===== config.mk =====
export PLATFORM = sky130hd
export DESIGN_NAME = sright_seq
export DESIGN_NICKNAME = d
export VERILOG_FILES = /design/src/rtl/sright_seq.sv
export SDC_FILE = /design/constraint.sdc
export NUM_CORES = 1
export LEC_CHECK = 0
export ABC_AREA = 1
export CORE_UTILIZATION = 47
export DETAILED_ROUTE_END_ITERATION = 12
export PLACE_DENSITY = 0.95
export SLEW_MARGIN = 20
export SYNTH_ARGS = -nofsm -noshare
export SYNTH_HDL_FRONTEND = slang
export SYNTH_SLANG_ARGS = --single-unit

===== constraint.sdc =====
create_clock -name clk -period 3.6 [get_ports clk]
set_input_delay 0.72 -clock clk [delete_from_list [all_inputs] [get_ports clk]]
set_output_delay 0.72 -clock clk [all_outputs]
set_load 0.01 [all_outputs]

===== src/rtl/sright_seq.sv =====
// -----------------------------------------------------------------------------
// sright_seq
// Iterative right shifter. A request captures the operand, the shift amount and
// the fill mode. The result register then moves one bit to the right on each
// clock, logical (zero fill) or arithmetic (sign fill), until the requested
// amount has been applied. A start/busy/done handshake lets the processor
// control FSM stall while an SRL/SRA-type instruction is executing.
//
// Handshake (start/busy/done):
//   - start is sampled only on an edge where busy==0 (state IDLE). A sampled
//     start captures A, shamt and arith on that edge.
//   - busy is high from the edge after acceptance until the edge that returns
//     the block to IDLE. start while busy is ignored, and A/shamt/arith may
//     change freely.
//   - done is a one-cycle pulse in the final busy cycle. out is valid in that
//     cycle and holds until the next accepted start.
//   - Latency: done is high shamt+1 cycles after start is sampled. The next
//     start can be accepted on the edge that leaves DONE->IDLE's following
//     edge, i.e. the first edge where busy==0.
//
// Parameters:
//   WIDTH  data width in bits (default 32)
//   SHW    shift-amount width, WIDTH == 2**SHW (default 5)
//
// Ports:
//   clk    in   1      clock, rising edge
//   rst    in   1      asynchronous active-high reset; drops any operation
//   start  in   1      request, sampled only when busy==0
//   A      in   WIDTH  operand, captured on an accepted start
//   shamt  in   SHW    shift amount 0..WIDTH-1, captured on an accepted start
//   arith  in   1      1 = sign fill (SRA), 0 = zero fill (SRL)
//   out    out  WIDTH  result register
//   busy   out  1      high in SHIFT and DONE
//   done   out  1      one-cycle pulse in DONE
//
// The FSM state is held in the named signal 'state' (type state_t) so that
// checkers can bind to it directly.
// -----------------------------------------------------------------------------
module sright_seq #(
  parameter int WIDTH = 32,
  parameter int SHW   = 5
) (
  input  logic             clk,
  input  logic             rst,
  input  logic             start,
  input  logic [WIDTH-1:0] A,
  input  logic [SHW-1:0]   shamt,
  input  logic             arith,
  output logic [WIDTH-1:0] out,
  output logic             busy,
  output logic             done
);

  typedef enum logic [1:0] {
    ST_IDLE  = 2'd0,
    ST_SHIFT = 2'd1,
    ST_DONE  = 2'd2
  } state_t;

  localparam logic [SHW-1:0] COUNT_ONE  = {{(SHW-1){1'b0}}, 1'b1};
  localparam logic [SHW-1:0] COUNT_ZERO = '0;

  // Registered state
  state_t             state;
  logic [WIDTH-1:0]   out_q;
  logic [SHW-1:0]     count_q;
  logic               fill_q;

  // Next-state values
  state_t             state_d;
  logic [WIDTH-1:0]   out_d;
  logic [SHW-1:0]     count_d;
  logic               fill_d;

  // ---------------------------------------------------------------------------
  // State register
  // ---------------------------------------------------------------------------
  always_ff @(posedge clk or posedge rst) begin
    if (rst) begin
      state   <= ST_IDLE;
      out_q   <= '0;
      count_q <= '0;
      fill_q  <= 1'b0;
    end else begin
      state   <= state_d;
      out_q   <= out_d;
      count_q <= count_d;
      fill_q  <= fill_d;
    end
  end

  // ---------------------------------------------------------------------------
  // Next-state logic
  // ---------------------------------------------------------------------------
  always_comb begin
    state_d = state;
    out_d   = out_q;
    count_d = count_q;
    fill_d  = fill_q;

    unique case (state)
      ST_IDLE: begin
        if (start) begin
          out_d   = A;
          count_d = shamt;
          // The fill bit is frozen here, so the sign of the captured operand
          // decides SRA fill even though A may change while busy.
          fill_d  = arith & A[WIDTH-1];
          state_d = (shamt == COUNT_ZERO) ? ST_DONE : ST_SHIFT;
        end
      end

      ST_SHIFT: begin
        out_d   = {fill_q, out_q[WIDTH-1:1]};
        count_d = count_q - COUNT_ONE;
        // The edge taken with count==1 performs the last shift, so the count
        // never wraps below zero.
        if (count_q == COUNT_ONE) begin
          state_d = ST_DONE;
        end
      end

      ST_DONE: begin
        state_d = ST_IDLE;
      end

      default: begin
        state_d = ST_IDLE;
      end
    endcase
  end

  // ---------------------------------------------------------------------------
  // Outputs
  // ---------------------------------------------------------------------------
  assign out  = out_q;
  assign busy = (state != ST_IDLE);
  assign done = (state == ST_DONE);

endmodule


==> flow_summary.toml, run 1 <==
[setup_path]
r2r_end = "count_q[4]"
r2r_cells = 6
path_class = "flop to output pin"
critPathLaunchType = "flop"
regToRegSetupSlack_ps = 1590
crit_required_ps = 2880
crit_fanout = 5
arrival_ps = 1410
r2r-start = "state[1]"
endpoint_kind = "output pin"

[clocking]
numCtsBuffers = 5
clk_path_buf_depth = 2
clockRootBuffer = "clkbuf_8"
cts-resized-gates = 0
cts_tree = "done"
clk_latency_ps = 290
cts_sinks = 40
ctsHoldBuffers = 0
clk_pin_slew_ps = 80
cts_htree_levels = 2
cts_setup_buffers = 0

[placed_design]
hpwl_microns = 3430
io_buffer_count = 74
dp.cells = 340
gp_congestion = 0.820
dpl_cell_area_sq_um = 2670
dp_slack_ps = 1200

[cells_and_area]
num_antenna_cells = 0
syn_to_final_growth_pct = 42.5
regArea_sq_um = 1000
instances_no_fill = 348
multi_input_comb_area_sq_um = 806
stdcell_area_sq_um = 2790
nNetsFinal = 340
final_util_pct = 69.7
drive_gt1_share_pct = 7.38
fillers = 298

[min_path]
hold_path_end = "fill_q"
hold_start = "fill_q"
whs_path_depth = 2
worstHoldPathType = "flop to flop"

[synth]
seq_area_frac_synth_pct = 51.2
ys_ff_latch = 40
synthCells = 229
netlist_area_sq_um = 1960
syn_avg_cell_area_sq_um = 8.54
syn_nets = 272
ys_warn_count = 0
synth_cell_types = 21

[timing]
fin_setup_tns_ps = 0
fin_crit_ps = 2130
setup_viol = 0
final.setup.worst_slack_ps = 1470
maxSlewHeadroom_pct = 47.0
slew_violations = 0
final-hold-violation-count = 0
worst_slew_pin_slew_ps = 790
fin_skew_ps = 8.69
grt_setup_unrepaired = "false"
fin_crit_sh_pct = 59.1
fmax_ghz = 0.470

[detailed_routing]
drt_iter0_markers = 152
dr_total_vias = 1899
drtAntennaViolNets = 0
post-route-drc-count = 0
routedWlPerCell_microns = 14.6
vias_per_cell = 5.46
wirelength_microns = 5070
firstDrtPassIters = 4

[floorplanning]
rows = 23
start_util_pct = 48.9
design.die.area_sq_um = 4420
core_area_sq_um = 4000
io-pin-count = 75
dieWidth_microns = 66.5
die_y_microns = 66.5

[power_and_ir_drop]
p_per_area_nw_per_um2 = 929
p_leak_uw = 0.00117
vdd_drop_max_uv = 654

[status]
outcome = "finished, final reports clean"

[grt]
overflow = 0
antenna_found_initial = 0
grt_max_degree = 42
track_usage_pct = 25.4
first_global_vias = 1867
grt_pass1_wl_microns = 8400

[run]
max_cap_violations = 0
[area by class of cell]
class / count / area share (%)
clock inverters: 2 / 1.39
clock buffers: 6 / 2.96
multi-input cells: 162 / 28.9
repair buffers: 75 / 26.8
inverters: 13 / 1.75
flip-flops and latches: 40 / 35.9
well taps: 50 / 2.24
[power by group]
group	total (uW)	switching [uW]	internal [uW]
logic	1330	720	613
registers	875	196	679
clock network	383	157	227
total	2590	1070	1520
[state kept, by name, indices dropped and copies added, names as in the netlist]
register  flops
fill_q        1
out          32
count_q       5
state         2
[through the flow]
| step | hold WS, ps | power, uW |
|---|---|---|
| final | 525 | 2590 |
| after global routing | 577 | 2790 |
| after CTS | 524 | 2590 |
| after detailed placement | 503 | 2190 |
| after global placement | 490 | 2130 |
| after floorplan | 472 | 1680 |
[kinds of logic (layout without fill, tap and decap cells)]
family	after synthesis	count (layout)	synth area share, %
compound gates	54	54	16.5
simple gates	105	105	23.0
fa+ha+maj	2	2	1.28
buf+inv	27	96	7.61
flops	40	40	51.2
xor+xnor	1	1	0.448
[worst max path at each step]
stage | end | slack [ps] | start
4_1_cts | busy | 1470 | state[0]
6_report | busy | 1470 | state[0]
3_3_place_gp | count_q[2] | 1240 | start
3_5_place_dp | count_q[2] | 1200 | start
5_1_grt | count_q[2] | 1320 | start
2_1_floorplan | count_q[0] | 1960 | rst
[critical path, stage by stage (launching register included)]
cell             delay [ps]
dfrtp_1                 430
inv_1                    80
nand2_1                  80
clkdlybuf4s50_1         530
[synthesized netlist by cell type (all sizes together)]
| cell type | n | area, sq um |
|---|---|---|
| nand2 | 38 | 164 |
| nor2 | 41 | 154 |
| ha | 2 | 25.0 |
| clkbuf | 4 | 17.5 |
| o22ai | 18 | 113 |
| nand4 | 1 | 6.26 |
| xor2 | 1 | 8.76 |
| a21oi | 15 | 105 |
| nand3 | 6 | 30.0 |
| nor3 | 19 | 95.1 |
| o21ai | 21 | 105 |
| dfrtp | 40 | 1000 |
| inv | 13 | 48.8 |
| buf | 10 | 82.6 |
[layer usage]
layer	wire length, microns	share of wire, %	GRT usage, %
met5	0	0	0
met4	95	1.9	11.7
met3	287	5.7	5.65
met2	2620	52	41.5
met1	2070	41	31.9
[placed cells by master (no fill, tap or decap)]
cell type,netlist,routed
o22ai_1,18,18
clkbuf_8,0,6
ha_1,2,2
nor3_1,19,19
o21ai_0,21,21
inv_2,2,2
xor2_1,1,1
nand4_1,1,1
dfrtp_1,40,40
clkinv_4,0,1
buf_4,3,1
clkinv_1,0,1
a21oi_1,7,7
nand2_2,2,2
nand2_8,1,1
nand3_1,6,6
a21oi_2,8,8
nor2_1,41,41
clkdlybuf4s50_1,0,74
bufinv_16,0,1
inv_1,11,10
nand2_1,35,35
Power figures use the tool's default switching activity.
==> run 2: changes to the inputs <==
- CORE_UTILIZATION: 47 -> 39
- PLACE_DENSITY: 0.95 -> 0.85
- clock period: 3.6 -> 1.8 ns (I/O delays scaled with it)
==> run 2 against run 1 <==
Against the previous run: global-route usage shrank 4.8 points; highest routed layer unchanged; via count shrank 0.37%; largest power group unchanged; clock-buffer cell count grew 1; largest cell class unchanged; sequential power grew 98%; sequential share of layout area shrank 1.2 points; combinational power grew 110%; clock power grew 110%.
==> flow_summary.toml, run 2 (synthesis results as in run 1) <==
[status]
outcome = "finished, final reports clean"

[clocking]
clk_path_buf_depth = 2
numCtsBuffers = 5
clockRootBuffer = "clkbuf_8"
cts_setup_buffers = 0
cts_tree = "done"
clk_latency_ps = 290
clk_pin_slew_ps = 80
cts_sinks = 40
cts_htree_levels = 2

[setup_path]
path_class = "flop to output pin"
regToRegSetupSlack_ps = 440
crit_required_ps = 1440
critPathLaunchType = "flop"
endpoint_kind = "output pin"
r2r_cells = 5
arrival_ps = 1400
r2r-start = "state[0]"
crit_fanout = 5
r2r_end = "count_q[1]"

[floorplanning]
design.die.area_sq_um = 5300
dieWidth_microns = 72.8
start_util_pct = 40.9
io-pin-count = 75
die_y_microns = 72.8
rows = 25
core_area_sq_um = 4790

[timing]
worst_slew_pin_slew_ps = 336
fin_crit_sh_pct = 97.8
maxSlewHeadroom_pct = 77.5
fmax_ghz = 0.568
grt_setup_unrepaired = "false"
final-hold-violation-count = 0
fin_crit_ps = 1760
fin_skew_ps = 3.31
setup_viol = 0
fin_setup_tns_ps = 0
slew_violations = 0

[power_and_ir_drop]
p_leak_uw = 0.00122
p_per_area_nw_per_um2 = 1830
finalPower_uw = 5270
vdd_drop_max_uv = 816

[detailed_routing]
post-route-drc-count = 0
dr_total_vias = 1892
drtAntennaViolNets = 0
wirelength_microns = 4960
drt_iter0_markers = 142
routedWlPerCell_microns = 13.4
firstDrtPassIters = 4
vias_per_cell = 5.10

[cells_and_area]
num_antenna_cells = 0
largest_register_ffs = 32
final_cell_mix = "73 x clkdlybuf4s50_1, 41 x nor2_1, 40 x dfrtp_1, 35 x nand2_1, 21 x o21ai_0"
syn_to_final_growth_pct = 47.6
final_common_cell = "clkdlybuf4s50_1"
nNetsFinal = 346
drive_gt1_share_pct = 9.21
stdcell_area_sq_um = 2890

[grt]
grt_max_degree = 41
antenna_found_initial = 0
overflow = 0
first_global_vias = 1866
track_usage_pct = 20.6
grt_pass1_wl_microns = 8340

[placed_design]
io_buffer_count = 74
gp_congestion = 0.764
hpwl_microns = 3480
dpl_cell_area_sq_um = 2760

[run]
max_cap_violations = 0

[min_path]
worstHoldPathType = "input pin to async pin"
run 2: repair_timing:
item,CTS,global route
hold buffers,0,0
endpoints found under the hold margin,0,0
endpoints found under the setup margin,0,1
gates resized for setup,0,1
run 2: where the power goes:
group / leakage, uW / switching (uW) / total (uW) / internal, uW
combinational: 0.000706 / 1420 / 2740 / 1330
sequential: 0.000454 / 372 / 1730 / 1360
clock: 0.0000645 / 307 / 796 / 489
run 2: worst max-delay path by stage:
stage	startpoint	to	slack (ps)	cells after the start
3_3_place_gp	start	out[7]	260	5
4_1_cts	state[0]	done	20	2
3_5_place_dp	start	out[6]	200	5
6_report	state[0]	busy	40	3
2_1_floorplan	rst	count_q[0]	520	1
5_1_grt	state[0]	busy	2	3
run 2: metrics by stage:
stage	hold WS (ps)	instances	util, %	setup slack [ps]
2_1_floorplan	472	229	-	522
3_3_place_gp	494	363	57.6	265
3_5_place_dp	504	363	57.6	196
4_1_cts	423	371	60.3	21.6
5_1_grt	430	371	60.3	1.60
6_report	417	371	60.3	39.1
run 2: routing by layer:
metal / global-route usage, % / vias to the layer above / share of wire, %
li1: - / 917 / -
met1: 26.4 / 914 / 42
met2: 34.1 / 57 / 52
met3: 5.80 / 4 / 5.2
met4: 6.10 / 0 / 0.56
met5: 0 / - / 0
run 2: final cells by class:
| cell class | count | area, sq um |
|---|---|---|
| inverter | 13 | 48.8 |
| multi-input combinational | 162 | 806 |
| sequential | 40 | 1000 |
| fill | 406 | 1900 |
| timing repair buffer | 81 | 821 |
| clock buffer | 7 | 96.3 |
| tap | 67 | 83.8 |
| clock inverter | 1 | 30.0 |
run 2: critical path, stage by stage (launching register included):
cell and delay (ps):
dfrtp_1 420, inv_1 80, nand2_1 70, clkdlybuf4s50_1 540
==> run 3: changes to the inputs <==
- HOLD_SLACK_MARGIN: unset -> 0.1
==> results of run 3 <==
Same layout as run 2: the final DEF is identical, and so are final timing and power.
